<file path="config.mk">
export PLATFORM = sky130hd
export DESIGN_NAME = booth4_mult_param
export DESIGN_NICKNAME = d
export VERILOG_FILES = /design/src/rtl/booth4_mult_param.sv
export SDC_FILE = /design/constraint.sdc
export NUM_CORES = 1
export LEC_CHECK = 0
export CORE_ASPECT_RATIO = 0.6
export CORE_UTILIZATION = 44
export DETAILED_ROUTE_END_ITERATION = 12
export PLACE_DENSITY = 0.74
export SETUP_SLACK_MARGIN = 0.3
export SYNTH_ARGS = -nofsm -noshare
export SYNTH_HDL_FRONTEND = slang
export SYNTH_SLANG_ARGS = --single-unit
</file>
<file path="constraint.sdc">
create_clock -name clk -period 6.6 [get_ports clk]
set_input_delay 1.32 -clock clk [delete_from_list [all_inputs] [get_ports clk]]
set_output_delay 1.32 -clock clk [all_outputs]
set_load 0.02 [all_outputs]
</file>
<file path="src/rtl/booth4_mult_param.sv">
// Multicycle radix-4 Booth multiplier: one Booth digit per clock, full 2*WIDTH product,
// ready pulse and overflow exception. Define MULT_DIAG_EN to expose dbg_acc / dbg_booth.
module booth4_mult_param #(
  parameter int WIDTH = 32
) (
  input  logic             clk,
  input  logic             clr_n,
  input  logic             ctrl_MULT,
  input  logic             is_unsigned,
  input  logic [WIDTH-1:0] data_operandA,
  input  logic [WIDTH-1:0] data_operandB,
  output logic [WIDTH-1:0] product_lo,
  output logic [WIDTH-1:0] product_hi,
  output logic             data_resultRDY,
  output logic             data_exception,
  output logic             busy
`ifdef MULT_DIAG_EN
  ,
  output logic [2*WIDTH+5:0] dbg_acc,
  output logic [2:0]         dbg_booth
`endif
);

  localparam int ITERS = WIDTH / 2 + 1;
  localparam int EW    = WIDTH + 2;
  localparam int PW    = 2 * WIDTH + 5;
  localparam int CW    = $clog2(ITERS);

  typedef enum logic [1:0] {
    ST_IDLE = 2'd0,
    ST_RUN  = 2'd1,
    ST_DONE = 2'd2
  } state_t;

  state_t          state_r;
  logic [CW-1:0]   count_r;
  logic [EW-1:0]   opa_r;
  logic [PW-1:0]   acc_r;
  logic            unsigned_r;

  logic [EW-1:0]      mag_s;
  logic [EW-1:0]      addend_s;
  logic [EW-1:0]      sum_s;
  logic               neg_s;
  logic [PW-1:0]      step_s;
  logic [PW-1:0]      start_acc_s;
  logic [EW-1:0]      start_opa_s;
  logic [2*WIDTH-1:0] prod_s;

  function automatic logic [EW-1:0] ext_op(input logic [WIDTH-1:0] v, input logic uns);
    ext_op = {{2{~uns & v[WIDTH-1]}}, v};
  endfunction

  function automatic logic ovf_check(input logic [2*WIDTH-1:0] prod, input logic uns);
    logic [WIDTH:0] top;
    top = prod[2*WIDTH-1:WIDTH-1];
    if (uns) begin
      ovf_check = (prod[2*WIDTH-1:WIDTH] != {WIDTH{1'b0}});
    end else begin
      ovf_check = !((top == {(WIDTH+1){1'b0}}) || (top == {(WIDTH+1){1'b1}}));
    end
  endfunction

  // Booth digit decode, add/subtract on the upper accumulator half, then 2-bit arithmetic shift
  always_comb begin
    mag_s = {EW{1'b0}};
    neg_s = 1'b0;
    case (acc_r[2:0])
      3'b001, 3'b010: mag_s = opa_r;
      3'b011:         mag_s = {opa_r[EW-2:0], 1'b0};
      3'b100: begin
        mag_s = {opa_r[EW-2:0], 1'b0};
        neg_s = 1'b1;
      end
      3'b101, 3'b110: begin
        mag_s = opa_r;
        neg_s = 1'b1;
      end
      default: begin
        mag_s = {EW{1'b0}};
        neg_s = 1'b0;
      end
    endcase
    addend_s    = neg_s ? ~mag_s : mag_s;
    sum_s       = acc_r[PW-1:EW+1] + addend_s + {{(EW-1){1'b0}}, neg_s};
    step_s      = {{2{sum_s[EW-1]}}, sum_s, acc_r[EW:2]};
    start_opa_s = ext_op(data_operandA, is_unsigned);
    start_acc_s = {{EW{1'b0}}, ext_op(data_operandB, is_unsigned), 1'b0};
    prod_s      = acc_r[2*WIDTH:1];
  end

  // Control FSM with datapath registers and registered outputs
  always_ff @(posedge clk or negedge clr_n) begin
    if (!clr_n) begin
      state_r        <= ST_IDLE;
      count_r        <= {CW{1'b0}};
      opa_r          <= {EW{1'b0}};
      acc_r          <= {PW{1'b0}};
      unsigned_r     <= 1'b0;
      product_lo     <= {WIDTH{1'b0}};
      product_hi     <= {WIDTH{1'b0}};
      data_resultRDY <= 1'b0;
      data_exception <= 1'b0;
      busy           <= 1'b0;
    end else begin
      case (state_r)
        ST_IDLE: begin
          data_resultRDY <= 1'b0;
          if (ctrl_MULT) begin
            opa_r      <= start_opa_s;
            acc_r      <= start_acc_s;
            unsigned_r <= is_unsigned;
            count_r    <= {CW{1'b0}};
            busy       <= 1'b1;
            state_r    <= ST_RUN;
          end else begin
            busy <= 1'b0;
          end
        end
        ST_RUN: begin
          data_resultRDY <= 1'b0;
          if (ctrl_MULT) begin
            // restart: the operation in flight is abandoned
            opa_r      <= start_opa_s;
            acc_r      <= start_acc_s;
            unsigned_r <= is_unsigned;
            count_r    <= {CW{1'b0}};
            busy       <= 1'b1;
          end else begin
            acc_r   <= step_s;
            count_r <= count_r + CW'(1);
            if (count_r == CW'(ITERS - 1)) begin
              busy    <= 1'b0;
              state_r <= ST_DONE;
            end else begin
              busy <= 1'b1;
            end
          end
        end
        ST_DONE: begin
          data_resultRDY <= 1'b1;
          product_lo     <= prod_s[WIDTH-1:0];
          product_hi     <= prod_s[2*WIDTH-1:WIDTH];
          data_exception <= ovf_check(prod_s, unsigned_r);
          if (ctrl_MULT) begin
            opa_r      <= start_opa_s;
            acc_r      <= start_acc_s;
            unsigned_r <= is_unsigned;
            count_r    <= {CW{1'b0}};
            busy       <= 1'b1;
            state_r    <= ST_RUN;
          end else begin
            busy    <= 1'b0;
            state_r <= ST_IDLE;
          end
        end
        default: begin
          data_resultRDY <= 1'b0;
          busy           <= 1'b0;
          state_r        <= ST_IDLE;
        end
      endcase
    end
  end

`ifdef MULT_DIAG_EN
  assign dbg_acc   = {1'b0, acc_r};
  assign dbg_booth = acc_r[2:0];
`endif

endmodule

</file>
==> out/metrics.csv <==
metric;value;unit
Clk Latency, worst-skew pair;440;ps
CTS Buf Count;17;
number of enable flip-flop cells after synthesis;0;
final setup fails;0;
core area;20200;µm²
sequential cell area;4380;µm²
synth warn;0;
Std-Cell Rows;40;
number of instances in the placed design;1207;
hold buffers post-CTS;0;
via count;6715;
CTS root buffer;clkbuf_16;
highest clock rate;200;MHz
most common cell in the synthesized netlist;dfrtp_1;
placed cell area;10700;µm²
Final Hold Slack;486;ps
CTS tree;yes;
clk_skew;12.2;ps
Initial DRC Count;489;
Period minus WS final;4990;ps
PortBufs;134;
Crit Reg-Reg Endpoint;acc_r[65]$_DFFE_PN0P_;
Top Family by Delay on Critical Path;compound AO/OA/AOI/OAI gates;
Fillers;1750;
routed wire length;22200;µm
Worst-path clk slew;70;ps
worst rel slew slack;32.7;%
RSZ-0062 raised after global routing;false;
Post-Synth Adder-Cell Area;5.42;%
ANT cells;0;
wire per inst;17.9;µm
Post-CTS Setup Bufs;0;
CTS sink cnt;175;
vias in the first global route;6555;
endpoint type of the worst setup path;flip-flop;
first-pass GRT wire length;36300;µm
crit-path max FO;15;
Worst EP required;6890;ps
P_leak;5.05;nW
Fin. Hold Viols;0;
Setup CP Type;reg2reg;
Synth Area in Compound Gates;14.5;%
height of the chip;114;µm
mux share of post-synthesis cell area;15.3;%
Fin Setup TNS;0;ps
post-route setup slack;1610;ps
asr flop ratio synth;100;%
critical path depth;15;
post-synthesis sequential area ratio;47.9;%
period utilization;75.6;%
post-CTS resize count;0;
Min-Delay Endpoint;product_hi[2]$_DFFE_PN0P_;
Worst-Margin Slew;1010;ps
worst hold path startpoint;product_hi[2]$_DFFE_PN0P_;
Synth area leaders;dfrtp_1, mux2_2, ha_1;
Clock Path Buffers;2;
Yosys top cell area share;47.9;%
Area Overhead vs Synth;24.0;%
CTS H-tree depth;4;
Hold Path Stages;2;
Worst Path Buf+Inv;1;
syn_nets;940;
path depth of the worst reg2reg path;15;
Final Slew Violations;0;
Final Instance Area;11300;µm²
simple-gate portion of the synthesized area;7.99;%
initial antenna violation count;0;
Top-Level Pins;135;
FF-to-FF Start;acc_r[0]$_DFFE_PN0P_;
initial core utilization;45.3;%
reg2reg setup slack;1610;ps
CP Launch Type;flip-flop;
Post-synth top cells;dfrtp_1, mux2_2, nand2_1;
Max rail drop VDD;358;µV
CP max stage delay;850;ps
GR Util All Layers;21.9;%
pwr/cell area;513;nW/µm²
DP Wirelength;15600;µm
WP data arrival;5280;ps
outcome;finished clean;
Non-Filler Instances;1239;
chip width;188;µm
Cell Area, Synth;9130;µm²
first-pass detailed-route iteration total;5;
slowest CP cell;o31ai_4;
residual DRC count;0;
pre-CTS setup slack;1710;ps
max-cap viol count;0;
largest family of logic cells by synthesized area;multiplexers;
Cell Chain, Critical Path;inv_1 -> ha_1 -> o31ai_4 -> mux2i_1 -> fa_1 -> a21oi_1 -> o211ai_1 -> a32oi_1 -> o31ai_1 -> a311o_1 -> a311oi_1 -> o31ai_1 -> a21oi_1 -> xor2_1 -> o21ai_0;
Hold/Removal Path Class;reg2reg;
ratio of routed vias to standard cells;5.42;
Synth Instances;833;
Most used DFF post-synth;dfrtp_1;
Final Net Count;1060;
multi-input logic area;4560;µm²
share of layout cells above drive strength 1;15.0;%
Yosys cell types;57;
register bit total from synthesis;175;
antenna-violating nets left;0;
GP Congestion;0.932;
syn avg cell area;11.0;µm²
post-synthesis xor/xnor area fraction;6.33;%
grt ovf;0;
biggest area consumer among synthesized cells;dfrtp_1;
Die Footprint;21400;µm²
largest net degree at the start of global routing;92;
-- sequential cells by signal (all words and copies together) (netlist names) --
name,count
product_lo,32
data_resultRDY,1
data_exception,1
busy,1
unsigned_r,1
count_r,5
product_hi,32
opa_r,33
state_r,2
acc_r,67
-- layer usage --
layer  routed length (µm)  part of all wire (%)  track usage [%]  up-vias
li1                     -                     -                -     3255
met1                12100                    54             34.4     3289
met2                 9050                    41             30.1      155
met3                  899                   4.0             4.58       16
met4                  221                  0.99             5.31        0
met5                    0                     0                0        -
-- worst max path at each step --
stage | from | end
finish | acc_r[0]$_DFFE_PN0P_ | acc_r[65]$_DFFE_PN0P_
detailed placement | acc_r[1]$_DFFE_PN0P_ | acc_r[65]$_DFFE_PN0P_
global placement | acc_r[1]$_DFFE_PN0P_ | acc_r[65]$_DFFE_PN0P_
floorplan | acc_r[1]$_DFFE_PN0P_ | acc_r[65]$_DFFE_PN0P_
global route | acc_r[0]$_DFFE_PN0P_ | acc_r[65]$_DFFE_PN0P_
CTS | acc_r[1]$_DFFE_PN0P_ | acc_r[63]$_DFFE_PN0P_
-- layout make-up --
type                       instances  area share, %
clock buffer                      21           4.15
clock inverter                    11          0.928
inverter                          18          0.597
multi-input combinational        599           40.2
sequential                       175           38.7
tap                              273           3.02
timing repair buffer             142           12.4
-- cells in the final DEF, fill, tap and decap left out, types with 2 or more instances in the layout --
master           instances
and4_1                   3
mux2_2                  95
or2_2                    2
and2_1                   2
a22oi_1                 32
o31ai_1                  5
a22o_1                   2
ha_1                    38
xor2_1                  49
inv_6                    4
nor4_1                   9
a21oi_1                 32
mux2i_1                 33
buf_4                    8
inv_1                   17
dfrtp_1                175
clkbuf_8                 3
o21bai_1                10
nand3_1                  6
nand4_1                 10
nand2_1                 89
a21o_1                  15
nand2b_1                 4
a21boi_4                 2
or3_1                    2
o211ai_1                 3
o21ai_0                 85
xnor2_1                 17
clkdlybuf4s50_1        133
nor3_1                   4
o41ai_4                  2
nor2_1                  19
clkinv_2                 2
clkinvlp_4               4
a31oi_1                  5
clkbuf_16               17
-- metrics by stage --
stage	utilization [%]	power (mW)
global placement	53.3	4.70
CTS	56.1	5.78
finish	56.1	5.81
detailed placement	53.3	4.75
floorplan	-	4.02
global route	56.1	6.27
-- worst register-to-register path: cells and delay by family, from the launching register on --
family	cells	cell delay, ps
buf+inv	1	90
mux	1	290
fa+ha+maj	2	710
compound gates	10	3200
flops	1	410
xor+xnor	1	150
-- cells by family (layout without fill, tap and decap cells) --
group                    after synthesis  count (layout)
multiplexers                         128             128
flip-flops                           175             175
XOR/XNOR                              66              66
buffers and inverters                 59             192
AO/OA/AOI/OAI                        207             207
AND/OR/NAND/NOR                      159             159
adder cells (fa/ha/maj)               39              39
-- where the power goes --
part / internal [mW] / total, mW / switching (mW)
registers: 1.31 / 1.58 / 0.267
logic: 1.35 / 3.23 / 1.88
clock network: 0.553 / 0.998 / 0.445
total: 3.22 / 5.81 / 2.59
Power figures use the tool's default switching activity.
